<file path="config.mk">
export PLATFORM = sky130hd
export DESIGN_NAME = ahb_timer_satellite_flat
export DESIGN_NICKNAME = d
export VERILOG_FILES = /design/src/rtl/ahb_timer_satellite_if.sv /design/src/rtl/ahb_timer_satellite.sv /design/src/flat_wrapper.sv
export SDC_FILE = /design/constraint.sdc
export NUM_CORES = 1
export LEC_CHECK = 0
export CAP_MARGIN = 20
export CORE_MARGIN = 2
export CORE_UTILIZATION = 53
export CTS_CLUSTER_SIZE = 25
export DETAILED_ROUTE_END_ITERATION = 12
export PLACE_DENSITY_LB_ADDON = 0.05
export SETUP_SLACK_MARGIN = 0.05
export SKIP_LAST_GASP = 1
export SLEW_MARGIN = 5
export SYNTH_ARGS = -nofsm -noshare
export SYNTH_HDL_FRONTEND = slang
export SYNTH_SLANG_ARGS = --single-unit
</file>
<file path="constraint.sdc">
create_clock -name clk -period 2.5 [get_ports clk]
set_input_delay 0.625 -clock clk [delete_from_list [all_inputs] [get_ports clk]]
set_output_delay 0.625 -clock clk [all_outputs]
set_load 0.02 [all_outputs]
</file>
<file path="src/rtl/ahb_timer_satellite_if.sv">
// AHB-Lite bus bundle between the AHB multiplexor (master side) and the timer satellite.
// Signal names follow the AHB-Lite convention used by the rest of the bus fabric.
interface ahb_timer_satellite_if;
    logic        hsel;
    logic [31:0] haddr;
    logic [1:0]  htrans;
    logic        hwrite;
    logic [2:0]  hsize;
    logic [31:0] hwdata;
    logic        hready;
    logic        hreadyout;
    logic        hresp;
    logic [31:0] hrdata;

    modport master (
        output hsel, haddr, htrans, hwrite, hsize, hwdata, hready,
        input  hreadyout, hresp, hrdata
    );

    modport slave (
        input  hsel, haddr, htrans, hwrite, hsize, hwdata, hready,
        output hreadyout, hresp, hrdata
    );
endinterface

</file>
<file path="src/rtl/ahb_timer_satellite.sv">
// AHB-Lite satellite exposing a RISC-V style machine timer (mtime/mtimecmp) with a
// prescaler, configurable data-phase wait states, two-cycle ERROR responses and timer_irq.
module ahb_timer_satellite #(
    parameter int unsigned WAIT_STATES = 0
) (
    input  logic                        clk,
    input  logic                        nrst,
    ahb_timer_satellite_if.slave        bus,
    output logic                        timer_irq
);

    typedef enum logic [2:0] {
        S_IDLE,
        S_WAIT,
        S_DATA,
        S_ERR1,
        S_ERR2
    } state_t;

    localparam logic [2:0] LP_WAIT_LAST = (WAIT_STATES == 0) ? 3'd0 : 3'(WAIT_STATES - 1);

    localparam logic [2:0] IDX_MTIME_LO = 3'd0;
    localparam logic [2:0] IDX_MTIME_HI = 3'd1;
    localparam logic [2:0] IDX_CMP_LO   = 3'd2;
    localparam logic [2:0] IDX_CMP_HI   = 3'd3;
    localparam logic [2:0] IDX_CTRL     = 3'd4;
    localparam logic [2:0] IDX_PRESCALE = 3'd5;

    state_t      r_state, w_state_nxt;
    logic [2:0]  r_wait_cnt, w_wait_cnt_nxt;
    logic        w_latch;
    logic [2:0]  r_idx;
    logic        r_write;

    logic [63:0] r_mtime;
    logic [63:0] r_mtimecmp;
    logic [1:0]  r_ctrl;
    logic [15:0] r_prescale;
    logic [15:0] r_pre_cnt;
    logic [31:0] r_hi_shadow;
    logic        r_irq;

    logic        w_accept;
    logic        w_addr_err;
    logic        w_commit_wr;
    logic        w_commit_rd;
    logic        w_tick;
    logic [31:0] w_rd_mux;
    logic        w_unused_bits;

    assign w_accept   = bus.hsel & bus.htrans[1] & bus.hready;
    assign w_addr_err = (bus.hsize != 3'b010) | (bus.haddr[1:0] != 2'b00)
                      | (bus.haddr[4:0] >= 5'h18);
    assign w_unused_bits = ^{bus.haddr[31:5], bus.htrans[0]};

    // NOTE: next-state logic assigns every output a default first so no latch is inferred.
    always_comb begin
        w_state_nxt    = r_state;
        w_wait_cnt_nxt = r_wait_cnt;
        w_latch        = 1'b0;
        case (r_state)
            S_IDLE, S_DATA, S_ERR2: begin
                if (w_accept) begin
                    w_latch        = 1'b1;
                    w_wait_cnt_nxt = 3'd0;
                    if (w_addr_err)            w_state_nxt = S_ERR1;
                    else if (WAIT_STATES == 0) w_state_nxt = S_DATA;
                    else                       w_state_nxt = S_WAIT;
                end else begin
                    w_state_nxt = S_IDLE;
                end
            end
            S_WAIT: begin
                if (r_wait_cnt == LP_WAIT_LAST) w_state_nxt = S_DATA;
                else                            w_wait_cnt_nxt = r_wait_cnt + 3'd1;
            end
            S_ERR1:  w_state_nxt = S_ERR2;
            default: w_state_nxt = S_IDLE;
        endcase
    end

    // NOTE: sequential state uses non-blocking assignments only, so every register
    // samples the pre-edge values of its inputs.
    always_ff @(posedge clk or negedge nrst) begin
        if (!nrst) begin
            r_state    <= S_IDLE;
            r_wait_cnt <= 3'd0;
            r_idx      <= 3'd0;
            r_write    <= 1'b0;
        end else begin
            r_state    <= w_state_nxt;
            r_wait_cnt <= w_wait_cnt_nxt;
            if (w_latch) begin
                r_idx   <= bus.haddr[4:2];
                r_write <= bus.hwrite;
            end
        end
    end

    assign w_commit_wr = (r_state == S_DATA) &  r_write;
    assign w_commit_rd = (r_state == S_DATA) & ~r_write;
    assign w_tick      = r_ctrl[0] & (r_pre_cnt == r_prescale);

    always_comb begin
        w_rd_mux = 32'h0;
        case (r_idx)
            IDX_MTIME_LO: w_rd_mux = r_mtime[31:0];
            IDX_MTIME_HI: w_rd_mux = r_hi_shadow;
            IDX_CMP_LO:   w_rd_mux = r_mtimecmp[31:0];
            IDX_CMP_HI:   w_rd_mux = r_mtimecmp[63:32];
            IDX_CTRL:     w_rd_mux = {30'h0, r_ctrl};
            IDX_PRESCALE: w_rd_mux = {16'h0, r_prescale};
            default:      w_rd_mux = 32'h0;
        endcase
    end

    always_ff @(posedge clk or negedge nrst) begin
        if (!nrst) begin
            r_mtime     <= 64'h0;
            r_mtimecmp  <= 64'hFFFF_FFFF_FFFF_FFFF;
            r_ctrl      <= 2'b00;
            r_prescale  <= 16'h0;
            r_pre_cnt   <= 16'h0;
            r_hi_shadow <= 32'h0;
            r_irq       <= 1'b0;
        end else begin
            // A bus write to either mtime half takes priority and swallows a coincident tick.
            if (w_commit_wr && r_idx == IDX_MTIME_LO)      r_mtime <= {r_mtime[63:32], bus.hwdata};
            else if (w_commit_wr && r_idx == IDX_MTIME_HI) r_mtime <= {bus.hwdata, r_mtime[31:0]};
            else if (w_tick)                               r_mtime <= r_mtime + 64'd1;

            if (w_commit_wr && r_idx == IDX_PRESCALE) r_pre_cnt <= 16'h0;
            else if (r_ctrl[0])                       r_pre_cnt <= w_tick ? 16'h0 : r_pre_cnt + 16'd1;

            if (w_commit_wr && r_idx == IDX_CMP_LO)   r_mtimecmp[31:0]  <= bus.hwdata;
            if (w_commit_wr && r_idx == IDX_CMP_HI)   r_mtimecmp[63:32] <= bus.hwdata;
            if (w_commit_wr && r_idx == IDX_CTRL)     r_ctrl            <= bus.hwdata[1:0];
            if (w_commit_wr && r_idx == IDX_PRESCALE) r_prescale        <= bus.hwdata[15:0];
            if (w_commit_rd && r_idx == IDX_MTIME_LO) r_hi_shadow       <= r_mtime[63:32];

            r_irq <= r_ctrl[1] & (r_mtime >= r_mtimecmp);
        end
    end

    assign bus.hreadyout = (r_state != S_WAIT) && (r_state != S_ERR1);
    assign bus.hresp     = (r_state == S_ERR1) || (r_state == S_ERR2);
    assign bus.hrdata    = w_commit_rd ? w_rd_mux : 32'h0;
    assign timer_irq     = r_irq;

endmodule
</file>
<file path="src/flat_wrapper.sv">
// flat-port wrapper written by rule: the top's interface ports become plain ports
module ahb_timer_satellite_flat 
#(
    parameter int unsigned WAIT_STATES = 0
)
  (clk, nrst, timer_irq, bus_hsel, bus_haddr, bus_htrans, bus_hwrite, bus_hsize, bus_hwdata, bus_hready, bus_hreadyout, bus_hresp, bus_hrdata);
  ahb_timer_satellite_if bus_i ();
  input  logic clk;
  input  logic nrst;
  output logic timer_irq;
  input wire logic [$bits(bus_i.hsel)-1:0] bus_hsel;
  input wire logic [$bits(bus_i.haddr)-1:0] bus_haddr;
  input wire logic [$bits(bus_i.htrans)-1:0] bus_htrans;
  input wire logic [$bits(bus_i.hwrite)-1:0] bus_hwrite;
  input wire logic [$bits(bus_i.hsize)-1:0] bus_hsize;
  input wire logic [$bits(bus_i.hwdata)-1:0] bus_hwdata;
  input wire logic [$bits(bus_i.hready)-1:0] bus_hready;
  output wire logic [$bits(bus_i.hreadyout)-1:0] bus_hreadyout;
  output wire logic [$bits(bus_i.hresp)-1:0] bus_hresp;
  output wire logic [$bits(bus_i.hrdata)-1:0] bus_hrdata;
  assign bus_i.hsel = bus_hsel;
  assign bus_i.haddr = bus_haddr;
  assign bus_i.htrans = bus_htrans;
  assign bus_i.hwrite = bus_hwrite;
  assign bus_i.hsize = bus_hsize;
  assign bus_i.hwdata = bus_hwdata;
  assign bus_i.hready = bus_hready;
  assign bus_hreadyout = bus_i.hreadyout;
  assign bus_hresp = bus_i.hresp;
  assign bus_hrdata = bus_i.hrdata;
  ahb_timer_satellite #(.WAIT_STATES(WAIT_STATES)) u_core (.clk(clk), .nrst(nrst), .bus(bus_i), .timer_irq(timer_irq));
endmodule
</file>
==> impl_metrics.ini, run 1 <==
[route]
routed_wl_um = 47400
wl_per_cell_um = 23.3
drt_pass1_iterations = 6
num_vias = 13077
drtIter0Drc = 1304
drcViolationCount = 0
vias_per_cell = 6.44
ant_nets = 0

[die]
ios = 109
die_y_um = 160
start_util_pct = 53.6
core-area_mm2 = 0.0241
dieWidth_um = 160
die_area_mm2 = 0.0256
fp-row-count = 57

[cts]
htree_levels = 1
cts_buffers = 25
tritoncts = done
cts_max_path_buffers = 3
clk_pin_slew_ps = 60
clk_latency_ps = 530
clock_sinks = 205
cts_root_buffer = clkbuf_16
ctsHoldBuffers = 0

[yosys]
ys_types = 82
synth_simple_gate_area_share_pct = 16.5
ys_warn_count = 0
synth-edff-count = 0
syn-instance-count = 1367
synthAdderAreaFrac_pct = 6.59
syn_area_mm2 = 0.0129
synth_flop_cell = dfrtp_1
synth_compound_area_share_pct = 18.7
synth_seq_cells = 205
yosys.area_share.xor_xnor_pct = 1.90
syn_avg_cell_area_um2 = 9.45
syn-num-nets = 1509
seq_area_frac_synth_pct = 40.3
synthMuxAreaShare_pct = 11.1
synth_top_family_by_area = compound AO/OA/AOI/OAI gates
async_flop_share_pct = 100

[placement]
dp_slack_ps = -319
dp_cells = 1899
dp_hpwl_um = 30500
dpl-instance-area_mm2 = 0.0156
place_congestion = 0.922
io_buffers = 80

[sta]
skew_ps = 14.4
maxSlewViolCount = 0
setup_tns_ps = -10530
final_hold_viol_count = 0
finalSetupViolations = 73
maxSlewHeadroom_pct = 61.5
setup_ws_ps = -309
period_needed_ps = 2810
timing.fmax_mhz = 356
worst_slew_pin_slew_ps = 574
rsz0062_at_grt = yes
hold_slack_ps = 83.9
min_period_over_period_pct = 112

[cells_and_area]
diodes = 0
layout.nets = 1832
layout-drive-gt1-share_pct = 44.2
ff_latch_area_mm2 = 0.00522
area_growth_pct = 44.3
final_cell_area_mm2 = 0.0186
multi_input_area_mm2 = 0.00829
final_cells = 2032
fillers = 1636

[global_routing]
grt_pass1_wl_um = 69200
top_usage_layer = met2
grtUsageMet3_pct = 4.13
grt_pass1_vias = 12432
grt.total_usage_pct = 34.0
grt_max_degree = 58
grt_use_met2_pct = 57.0
antenna_found_initial = 0
grt-ovfl-total = 0
globalRouteMet1Util_pct = 45.3

[worst_setup_path]
path_delay_family = multiplexers
cp_cell_sequence = clkbuf_16, mux4_2, and2_4, a31oi_4, nor2_1, buf_4
cp_data_arrival_time_ps = 2180
critPathLaunchType = flop
max_stage_delay_ps = 530
slowest_stage = mux4_2
crit_fanout = 8
crit_start = u_core.r_idx[0]$_DFFE_PN0P_
worstSetupEndpointType = output pin
rr_startpoint = u_core.r_prescale[3]$_DFFE_PN0P_
crit_buf_inv = 2
cp.required_ps = 1880
crit_type = reg2out

[status]
status = complete, but fails checks
violations = setup timing

[power]
leakage_nw = 8.10
vdd_drop_max_v = 0.000634
powerDensity_mw_per_mm2 = 1070

[flow_run]
maxCapViolCount = 0

[hold_path]
hold_class = in2async
[cell type report]
| cell class | count | share of cell area [%] |
|---|---|---|
| repair buffers | 377 | 19.4 |
| inverters | 81 | 1.63 |
| multi-input cells | 1000 | 44.4 |
| well taps | 324 | 2.17 |
| flip-flops and latches | 205 | 28.0 |
| clock inverters | 4 | 0.242 |
| clock buffers | 41 | 4.16 |
[registers in the layout, summed over array words and instances, names as in the netlist]
name                cells
u_core.r_write          1
u_core.r_wait_cnt       3
u_core.timer_irq        1
u_core.r_idx            3
u_core.r_prescale      16
u_core.r_mtime         64
u_core.r_pre_cnt       16
u_core.r_ctrl           2
u_core.r_mtimecmp      64
u_core.r_hi_shadow     32
u_core.r_state          3
[power by group]
part	internal (mW)	total [mW]	leakage [nW]	switching (mW)
clock network	2.20	3.65	0.407	1.44
logic	5.01	10.0	5.35	5.03
registers	5.01	6.32	2.34	1.32
[layout by cell type (no fill, tap or decap), types with 24 or more instances in the layout]
cell and count:
nand4_1 39, buf_12 28, nand3_1 33, nor2_1 85, clkdlybuf4s50_1 45, buf_6 41, ha_1 67, nand2_1 96
a21oi_1 70, dfrtp_1 135, mux2_2 116, a22oi_1 36, o21ai_1 24, dfstp_2 64, a21oi_2 30, inv_1 81
buf_4 243, clkbuf_16 29, o21ai_0 48
[cell usage after synthesis (4+ instances only)]
| master | n | area, um2 |
|---|---|---|
| clkbuf_1 | 62 | 233 |
| o2bb2ai_1 | 4 | 35.0 |
| inv_1 | 81 | 304 |
| xnor2_1 | 21 | 184 |
| or3_1 | 4 | 25.0 |
| a21oi_1 | 100 | 500 |
| nand3_1 | 40 | 200 |
| a32oi_1 | 4 | 35.0 |
| o31ai_1 | 5 | 37.5 |
| a31oi_1 | 16 | 100 |
| nand4_1 | 39 | 244 |
| o21ai_0 | 77 | 385 |
| or4_1 | 4 | 30.0 |
| nand2_1 | 102 | 383 |
| a21oi_2 | 4 | 35.0 |
| o22ai_1 | 13 | 81.3 |
| dfrtp_1 | 141 | 3530 |
| and2_1 | 16 | 100 |
| xor2_1 | 7 | 61.3 |
| o22a_1 | 14 | 123 |
| and3_1 | 17 | 106 |
| a22oi_1 | 57 | 428 |
| a2bb2oi_1 | 8 | 70.1 |
| a221oi_1 | 9 | 78.8 |
| nor3_1 | 26 | 130 |
| buf_2 | 6 | 30.0 |
| ha_1 | 68 | 851 |
| and4_1 | 16 | 140 |
| mux2_2 | 116 | 1310 |
| o21a_1 | 5 | 37.5 |
| buf_1 | 12 | 45.0 |
| nor4_1 | 16 | 100 |
| dfstp_2 | 64 | 1680 |
| nand2b_1 | 5 | 31.3 |
| a41o_1 | 5 | 50.1 |
| mux4_2 | 5 | 113 |
| nor2_1 | 93 | 349 |
| a21o_1 | 10 | 75.1 |
[layer usage]
layer	wire [um]	vias to the layer above
met5	0	-
met4	2620	0
met3	3820	206
met2	22500	754
met1	18500	6387
li1	-	5730
[per-stage QoR]
step | utilization, % | total power, mW
after floorplan | - | 10.6
after global placement | 64.9 | 14.1
after detailed placement | 64.9 | 14.3
after CTS | 70.7 | 18.6
after global routing | 77.3 | 21.1
final | 77.3 | 20.0
[kinds of logic (layout without fill, tap and decap cells)]
family,after synthesis,after routing
muxes,123,123
and+or+nand+nor,409,409
DFF,205,205
AOI/OAI and AO/OA,372,372
buffers and inverters,162,503
xor gates and xnor gates,28,28
adders and majority gates,68,68
[worst paths after layout]
check	depth (start not counted)	endpoint	slack, ps
worst max-delay path	6	bus_hrdata[2]	-310
worst min-delay path	1	u_core.r_write$_DFFE_PN0P_	80
worst max register to register	11	u_core.r_mtime[31]$_DFFE_PN0P_	-150
worst min register to register	2	u_core.r_hi_shadow[12]$_DFFE_PN0P_	500
max in group asynchronous	2	u_core.r_mtimecmp[44]$_DFFE_PN1P_	1660
min in group clk	2	u_core.r_hi_shadow[12]$_DFFE_PN0P_	500
[repair_timing]
item,CTS,global route
pin swaps,29,133
buffers inserted,21,63
resized for setup,197,281
setup endpoints to repair,90,100
gates cloned,4,5
No activity file was read; power rests on OpenSTA's default activity.
==> run 2: changes to the inputs <==
--- a/config.mk
+++ b/config.mk
@@ -10,7 +10,9 @@
 export CORE_UTILIZATION = 53
 export CTS_CLUSTER_SIZE = 25
 export DETAILED_ROUTE_END_ITERATION = 12
+export GPL_TIMING_DRIVEN = 0
 export PLACE_DENSITY_LB_ADDON = 0.05
+export RECOVER_POWER = 50
 export SETUP_SLACK_MARGIN = 0.05
 export SKIP_LAST_GASP = 1
 export SLEW_MARGIN = 5
==> impl_metrics.ini, run 2 (synthesis results as in run 1) <==
[cells_and_area]
fillers = 1790
ff_latch_area_mm2 = 0.00526
mostFrequentLayoutCells = buf_4 (128), mux2_2 (114), dfrtp_1 (105)
final_cells = 1944
layout.nets = 1744
diodes = 0
layout-drive-gt1-share_pct = 42.2
multi_input_area_mm2 = 0.00822
area_growth_pct = 36.7
reg.largest.list = u_core.r_mtime x64, u_core.r_mtimecmp x64, u_core.r_hi_shadow x32
final_common_cell = buf_4

[route]
drtIter0Drc = 1428
drcViolationCount = 0
dr_wl_met2_um = 23300
highest_layer = met4
wl_met3_um = 4570
wl_per_cell_um = 26.3
drt_pass1_iterations = 6
wl_met1_um = 20100
vias_per_cell = 6.64
routed_wl_um = 51100
num_vias = 12905
ant_nets = 0

[cts]
clk_latency_ps = 540
cts_buffers = 25
htree_levels = 1
cts_max_path_buffers = 3
clk_pin_slew_ps = 60
cts_root_buffer = clkbuf_16
ctsHoldBuffers = 0
clock_sinks = 205
tritoncts = done

[die]
die_area_mm2 = 0.0256
ios = 109
dieWidth_um = 160
die_y_um = 160
start_util_pct = 53.6
fp-row-count = 57
core-area_mm2 = 0.0241

[worst_setup_path]
crit_type = reg2out
cp_data_arrival_time_ps = 2240
path_delay_family = multiplexers
crit_start = u_core.r_idx[0]$_DFFE_PN0P_
worstSetupEndpointType = output pin
cp-endpoint = bus_hrdata[2]
reg2reg_depth = 7
rrSetupSlack_ps = -190
cp_num_cells = 6
max_stage_delay_ps = 550
cp.required_ps = 1880
slowest_stage = mux4_2
worst_r2r_endpoint = u_core.r_mtime[11]$_DFFE_PN0P_
crit_fanout = 5
cp_cell_sequence = clkbuf_8, mux4_2, and2_4, a31oi_1, nor2_1, buf_4
crit_buf_inv = 2
critPathLaunchType = flop
rr_startpoint = u_core.r_prescale[13]$_DFFE_PN0P_

[status]
status = complete, but fails checks
violations = setup timing

[sta]
period_needed_ps = 2870
final_hold_viol_count = 0
finalSetupViolations = 76
min_period_over_period_pct = 115
timing.fmax_mhz = 349
skew_ps = 13.9
setup_ws_ps = -368
maxSlewHeadroom_pct = 4.92
maxSlewViolCount = 0
worst_slew_pin_slew_ps = 1430
rsz0062_at_grt = yes

[global_routing]
grt_pass1_wl_um = 75200
grt-ovfl-total = 0
grt.total_usage_pct = 38.2
grt_pass1_vias = 12664
grt_max_degree = 80
antenna_found_initial = 0

[flow_run]
maxCapViolCount = 0

[placement]
dp_slack_ps = -1390
place_congestion = 0.954
dp_hpwl_um = 33600
io_buffers = 80
dp_cells = 1773

[power]
vdd_drop_max_v = 0.000818
leakage_nw = 7.54
powerDensity_mw_per_mm2 = 1110

[hold_path]
hold_class = in2async
-- run 2: worst min path at each step --
| stage | startpoint | endpoint | slack (ps) | cells past startpoint |
|---|---|---|---|---|
| 2_1_floorplan | nrst | u_core.r_ctrl[0]$_DFFE_PN0P_ | 330 | 0 |
| 3_3_place_gp | u_core.r_hi_shadow[17]$_DFFE_PN0P_ | u_core.r_hi_shadow[17]$_DFFE_PN0P_ | 470 | 2 |
| 3_5_place_dp | u_core.r_hi_shadow[17]$_DFFE_PN0P_ | u_core.r_hi_shadow[17]$_DFFE_PN0P_ | 480 | 2 |
| 4_1_cts | nrst | u_core.r_wait_cnt[1]$_DFFE_PN0P_ | 30 | 1 |
| 5_1_grt | u_core.r_hi_shadow[28]$_DFFE_PN0P_ | u_core.r_hi_shadow[28]$_DFFE_PN0P_ | 530 | 1 |
| 6_report | nrst | u_core.r_write$_DFFE_PN0P_ | 420 | 1 |
-- run 2: stage by stage --
| step | total power, mW | TNS, ps | util (%) | cell area, um2 | hold slack, ps |
|---|---|---|---|---|---|
| 3_5_place_dp | 13.1 | -156810 | 59.0 | 14200 | 478 |
| 5_1_grt | 20.6 | -39100 | 73.3 | 17700 | 525 |
| 2_1_floorplan | 10.6 | -16.5 | - | 13000 | 329 |
| 4_1_cts | 18.3 | -10700 | 69.0 | 16600 | 27.8 |
| 3_3_place_gp | 12.9 | -1625300 | 58.8 | 14200 | 468 |
| 6_report | 19.6 | -12410 | 73.3 | 17700 | 421 |
-- run 2: what timing repair did --
item	4_1_cts	5_1_grt
buffers inserted	78	48
gates resized for setup	390	243
endpoints found under the setup margin	224	135
cloned	7	4
pin swaps	65	97
-- run 2: per-layer routing --
layer	global-route usage (%)	vias up
li1	-	5561
met1	50.5	6348
met2	61.2	763
met3	5.61	233
met4	20.0	0
met5	0	-
-- run 2: final cells by class --
cell class / instances / area share (%)
Timing Repair Buffer: 217 / 11.3
Tap cell: 324 / 2.29
Buffer: 72 / 3.78
Clock buffer: 34 / 3.90
Multi-Input combinational cell: 1000 / 46.6
Sequential cell: 205 / 29.8
Inverter: 81 / 1.75
Clock inverter: 11 / 0.609
-- run 2: power breakdown --
part           switching [mW]  total [mW]  leakage (nW)  internal (mW)
clock network            1.49        3.62         0.396           2.13
registers                1.63        6.66          2.31           5.04
logic                    4.86        9.35          4.83           4.49
total                    7.98        19.6          7.54           11.7
